--- config.mk ---
export PLATFORM = sky130hd
export DESIGN_NAME = piezo_alert_sched
export DESIGN_NICKNAME = d
export VERILOG_FILES = /design/src/rtl/piezo_alert_sched.sv
export SDC_FILE = /design/constraint.sdc
export NUM_CORES = 1
export LEC_CHECK = 0
export CAP_MARGIN = 30
export CORE_MARGIN = 2
export CORE_UTILIZATION = 55
export DETAILED_ROUTE_END_ITERATION = 12
export HOLD_SLACK_MARGIN = 0.1
export PLACE_DENSITY = 0.93
export SYNTH_ARGS = -nofsm -noshare
export SYNTH_HDL_FRONTEND = slang
export SYNTH_SLANG_ARGS = --single-unit
--- constraint.sdc ---
create_clock -name clk -period 5.1 [get_ports clk]
set_input_delay 1.275 -clock clk [delete_from_list [all_inputs] [get_ports clk]]
set_output_delay 1.275 -clock clk [all_outputs]
set_load 0.03 [all_outputs]
--- src/rtl/piezo_alert_sched.sv ---
// piezo_alert_sched: alert-tune scheduler for the piezo path.
// Arbitrates too_fast / batt_low / en_steer requests, picks a tune and hands one note at a time
// (period, duration) to the tone generator over a valid/ready handshake, then waits for the
// generator's done pulse. Owns the repeat timer that spaces batt/steer tunes apart.
//
// Ports:
//   clk            system clock
//   rst_n          asynchronous active-low reset
//   too_fast_i     overspeed request (highest priority)
//   batt_low_i     low-battery request
//   en_steer_i     steering-enabled request (lowest priority)
//   tone_rdy_i     tone generator can accept a note
//   tone_done_i    1-cycle pulse: current note finished
//   tone_vld_o     note offered; tone_period_o / tone_dur_o valid
//   tone_period_o  note period in clk cycles (scaled)
//   tone_dur_o     note duration in clk cycles (scaled)
//   alert_id_o     active tune: 00 none, 01 steer, 10 batt, 11 too_fast
//   busy_o         high whenever a tune is in progress
module piezo_alert_sched #(
  parameter int unsigned FAST_SIM     = 1,
  parameter int unsigned REP_CYC      = 150_000_000,
  parameter int unsigned FAST_REP_CYC = 5000
) (
  input  logic        clk,
  input  logic        rst_n,
  input  logic        too_fast_i,
  input  logic        batt_low_i,
  input  logic        en_steer_i,
  input  logic        tone_rdy_i,
  input  logic        tone_done_i,
  output logic        tone_vld_o,
  output logic [14:0] tone_period_o,
  output logic [24:0] tone_dur_o,
  output logic [1:0]  alert_id_o,
  output logic        busy_o
);

  localparam int unsigned Shift   = (FAST_SIM != 0) ? 9 : 0;
  localparam logic [27:0] RepLoad = (FAST_SIM != 0) ? 28'(FAST_REP_CYC) : 28'(REP_CYC);

  typedef enum logic [1:0] {StIdle, StIssue, StPlay} state_e;
  typedef enum logic [1:0] {
    AlNone  = 2'b00,
    AlSteer = 2'b01,
    AlBatt  = 2'b10,
    AlFast  = 2'b11
  } alert_e;

  state_e      state_q, state_d;
  alert_e      alert_q, alert_d;
  logic [2:0]  pos_q, pos_d;
  logic [27:0] timer_q, timer_d;

  logic [2:0]  note;
  logic [14:0] base_period;
  logic [24:0] base_dur;

  // State register
  always_ff @(posedge clk or negedge rst_n) begin
    if (!rst_n) begin
      state_q <= StIdle;
      alert_q <= AlNone;
      pos_q   <= '0;
      timer_q <= '0;
    end else begin
      state_q <= state_d;
      alert_q <= alert_d;
      pos_q   <= pos_d;
      timer_q <= timer_d;
    end
  end

  // Next-state logic
  always_comb begin
    state_d = state_q;
    alert_d = alert_q;
    pos_d   = pos_q;
    // Saturating countdown; runs in every state, including during too_fast tunes
    timer_d = (timer_q != '0) ? timer_q - 28'd1 : '0;

    case (state_q)
      StIdle: begin
        // too_fast bypasses the repeat timer; the others wait for it to expire
        if (too_fast_i) begin
          state_d = StIssue;
          alert_d = AlFast;
          pos_d   = '0;
        end else if (timer_q == '0 && batt_low_i) begin
          state_d = StIssue;
          alert_d = AlBatt;
          pos_d   = '0;
        end else if (timer_q == '0 && en_steer_i) begin
          state_d = StIssue;
          alert_d = AlSteer;
          pos_d   = '0;
        end
      end
      StIssue: begin
        if (tone_rdy_i) state_d = StPlay;
      end
      StPlay: begin
        if (tone_done_i) begin
          if (too_fast_i && alert_q != AlFast) begin
            // Preempt only at a note boundary
            state_d = StIssue;
            alert_d = AlFast;
            pos_d   = '0;
          end else if (alert_q == AlFast && pos_q == 3'd2) begin
            if (too_fast_i) begin
              state_d = StIssue;
              pos_d   = '0;
            end else begin
              state_d = StIdle;
              alert_d = AlNone;
              pos_d   = '0;
            end
          end else if (alert_q != AlFast && pos_q == 3'd5) begin
            state_d = StIdle;
            alert_d = AlNone;
            pos_d   = '0;
            timer_d = RepLoad;
          end else begin
            state_d = StIssue;
            pos_d   = pos_q + 3'd1;
          end
        end
      end
      default: state_d = StIdle;
    endcase
  end

  // Batt tune walks the table backwards
  always_comb begin
    note = (alert_q == AlBatt) ? (3'd5 - pos_q) : pos_q;
  end

  // Note table (unscaled)
  always_comb begin
    base_period = '0;
    base_dur    = '0;
    unique case (note)
      3'd0: begin base_period = 15'd31888; base_dur = 25'd8388608;  end
      3'd1: begin base_period = 15'd23890; base_dur = 25'd8388608;  end
      3'd2: begin base_period = 15'd18961; base_dur = 25'd8388608;  end
      3'd3: begin base_period = 15'd15944; base_dur = 25'd12582912; end
      3'd4: begin base_period = 15'd18961; base_dur = 25'd4194304;  end
      3'd5: begin base_period = 15'd15944; base_dur = 25'd16777216; end
      default: begin base_period = '0; base_dur = '0; end
    endcase
  end

  // Outputs; period/dur forced to zero while idle so reset/idle values are clean
  always_comb begin
    tone_vld_o    = (state_q == StIssue);
    busy_o        = (state_q != StIdle);
    tone_period_o = busy_o ? (base_period >> Shift) : '0;
    tone_dur_o    = busy_o ? (base_dur >> Shift) : '0;
    alert_id_o    = alert_q;
  end

endmodule

==> metrics.md <==
| Metric | Value |
|---|---|
| Routed vias/inst | 5.33 |
| Netlist cell types | 53 |
| CTS tree | yes |
| Setup Skew | 0.00625 ns |
| Sequential Area | 876 µm² |
| Area share of fa/ha/maj cells after synthesis | 0.0317 |
| Final hold vios | 0 |
| Die X | 69.6 µm |
| ANT nets after route | 0 |
| Footprint of the multi-input gates | 0.00128 mm² |
| Fin. max-slew vios | 0 |
| Worst Setup End Kind | primary output |
| # rows | 23 |
| Combinational group share of total power | 0.452 |
| Starting DRC count in detailed routing | 107 |
| WL/cell | 13.5 µm |
| P_sw | 0.000423 W |
| Port Buffer Count | 19 |
| Post-CTS Setup Inserts | 0 |
| CP max stage delay | 0.68 ns |
| Worst-Skew Late Latency | 0.29 ns |
| CP Launch Type | flop |
| Critical Path Slowest Stage Cell | clkdlybuf4s50_1 |
| Root Buffer | clkbuf_8 |
| Num ports | 51 |
| First-pass GRT wire length | 7670 µm |
| Internal Power | 0.000627 W |
| Num CTS Buffers | 5 |
| Final setup fails | 0 |
| Max_cap viols | 0 |
| Initial antenna violation count | 0 |
| DRC viols | 0 |
| Peak supply drop | 257 µV |
| Largest family of logic cells by synthesized area | simple AND/OR/NAND/NOR gates |
| DRT Pass-1 Iters | 4 |
| # fillers | 334 |
| Mux contribution to synthesized area | 0.0301 |
| Critical-path cell list | inv_1 > ha_1 > mux2i_1 > xnor2_1 > nand2_1 > a21boi_0 > clkdlybuf4s50_1 |
| RSZ-0062 raised after global routing | no |
| Simple-gate share of the synthesized area | 0.247 |
| Worst Path Buf+Inv | 2 |
| F_max | 251 MHz |
| Commonest cells after routing, fill and taps aside | 40 x nor2_1, 35 x dfrtp_1, 31 x conb_1, 19 x xor2_1, 19 x clkdlybuf4s50_1 |
| Die area | 0.00484 mm² |
| Crit. Startpoint | pos_q[1]$_DFFE_PN0P_ |
| Relative slew slack | 0.504 |
| Synthesized cell area | 0.00237 mm² |
| Register-to-register setup slack | 2.58 ns |
| HPWL after detailed placement | 3190 µm |
| Die height | 69.6 µm |
| Reg2reg start | timer_q[2]$_DFF_PN0_ |
| Switch share | 0.403 |
| Avg Cell Area, Syn | 9.14 µm² |
| Synth Flop Type | dfrtp_1 |
| Crit path depth | 7 |
| WP data required | 3.83 ns |
| Power Density | 408 mW/mm² |
| Clock Tree Buf Depth | 2 |
| Minimum clock period | 3.98 ns |
| Antenna diodes | 0 |
| Status | complete, no violations |
| Area of the core | 0.00406 mm² |
| Fin util | 0.634 |
| Cts-stage hold buffer count | 0 |
| Setup TNS | 0 ns |
| Vias | 1749 |
| R2R depth | 5 |
| Min-Delay Path Depth | 1 |
| Area grow syn2layout | 8.67% |
| Vias in the first global route | 1720 |
| Total GRT Usage | 0.196 |
| PostCTS Resize Cnt | 0 |
| WP data arrival | 2.70 ns |
| Setup CP Type | reg2out |
| H-Tree Depth | 2 |
| Dpl ws | 1.45 ns |
| Lkg Pwr | 1.20 nW |
| Post-synthesis compound-gate area fraction | 0.0809 |
| Sequential power share | 0.311 |
| Final nets | 290 |
| Most common cell after layout, fill and taps aside | nor2_1 |
| Crit-path max FO | 8 |
| Grt ovf | 0 |
| Ys Warns | 0 |
| Synth Area in XOR/XNOR | 0.104 |
| Largest net degree at the start of global routing | 36 |
| Clock Sinks | 35 |
| Register bit total from synthesis | 35 |
| Delay-heaviest family, CP | buffers and inverters |
| Number of flops mapped to enable cells by yosys | 0 |
| Proportion of power drawn by the clock network | 0.237 |
| Initial core utilization | 0.583 |
| Min-delay worst type | reg2reg |
| Seq/Total Area, Yosys | 0.370 |
| Clock transition at path regs | 0.07 ns |
| Total wire length | 4420 µm |
| Final GP Congestion | 0.864 |
| Layout cells sized above 1 | 0.0827 |
| Setup WS post-layout | 1.12 ns |
| Period utilization | 0.780 |
| Post-synth ARST share | 1.00 |
| Synthesized instance count | 259 |
| Worst slew pin tran | 0.742 ns |
| Hold Path Origin | timer_q[0]$_DFF_PN0_ |
## routing by layer
metal  part of all wire  GRT usage
met5                  0          0
met4              0.014     0.0741
met3              0.047     0.0451
met2               0.51      0.330
met1               0.43      0.244
## registers in the layout, summed over array words and instances (netlist names)
register / cells
alert_id_o: 2
state_q: 2
timer_q: 28
pos_q: 3
## synth_stat cells, drive strengths merged, types with 2 or more instances
cell / instances / area [µm²]
or4: 2 / 18.8
a21oi: 7 / 46.3
nand4: 11 / 75.1
or3: 2 / 17.5
mux2i: 3 / 30.0
nand3: 4 / 20.0
buf: 38 / 277
o21a: 2 / 15.0
nand2: 12 / 45.0
nand2b: 3 / 18.8
o21ai: 7 / 35.0
nor4: 5 / 37.5
dfrtp: 35 / 876
nand3b: 2 / 15.0
inv: 10 / 37.5
nor2b: 2 / 12.5
ha: 6 / 75.1
nor2: 42 / 181
nand4b: 2 / 17.5
mux2: 3 / 41.3
nor3: 12 / 65.1
and3: 3 / 18.8
xnor2: 9 / 78.8
a21boi: 2 / 15.0
xor2: 19 / 166
## worst register-to-register path, cell delays in order (launching register included)
cell and delay (ns):
dfrtp_1 0.43, nor4_2 0.43, and3_1 0.56, nand4_2 0.22, nand2_1 0.61, nor2_1 0.12
## cell families (layout without fill, tap and decap cells)
kind of cell / Yosys count / count (layout)
other cells: 1 / 31
simple gates: 107 / 107
xor+xnor: 28 / 28
fa+ha+maj: 6 / 6
buf+inv: 49 / 38
compound gates: 27 / 27
flops: 35 / 35
mux: 6 / 6
## final cells by class
type,instances,share of cell area
Multi-Input combinational cell,205,0.500
Sequential cell,35,0.341
Timing Repair Buffer,20,0.0769
Clock buffer,5,0.0268
Tap cell,50,0.0243
Clock inverter,3,0.0170
Inverter,10,0.0146
## through the flow
step / cells / power [W] / area [µm²] / hold WS (ns)
global placement: 320 / 0.000792 / 2460 / 0.469
global route: 328 / 0.00111 / 2570 / 0.550
CTS: 328 / 0.00106 / 2570 / 0.491
floorplan: 289 / 0.000670 / 2480 / 0.450
finish: 328 / 0.00105 / 2570 / 0.494
detailed placement: 320 / 0.000804 / 2460 / 0.480
## path summary, 6_finish.rpt
check,to
max reg2reg,timer_q[22]$_DFF_PN0_
min in group asynchronous,alert_id_o[1]$_DFFE_PN0P_
max,tone_period_o[4]
min reg2reg,timer_q[0]$_DFF_PN0_
min,timer_q[0]$_DFF_PN0_
max in group asynchronous,timer_q[26]$_DFF_PN0_
## power by group through the flow
| stage | logic [W] | clock network [W] | registers (W) |
|---|---|---|---|
| after floorplan | 0.000329 | 0 | 0.000341 |
| after global placement | 0.000462 | 0 | 0.000330 |
| after detailed placement | 0.000473 | 0 | 0.000331 |
| after CTS | 0.000476 | 0.000254 | 0.000326 |
| after global routing | 0.000510 | 0.000264 | 0.000331 |
| final | 0.000474 | 0.000249 | 0.000326 |
(Power assumes the default switching activity.)
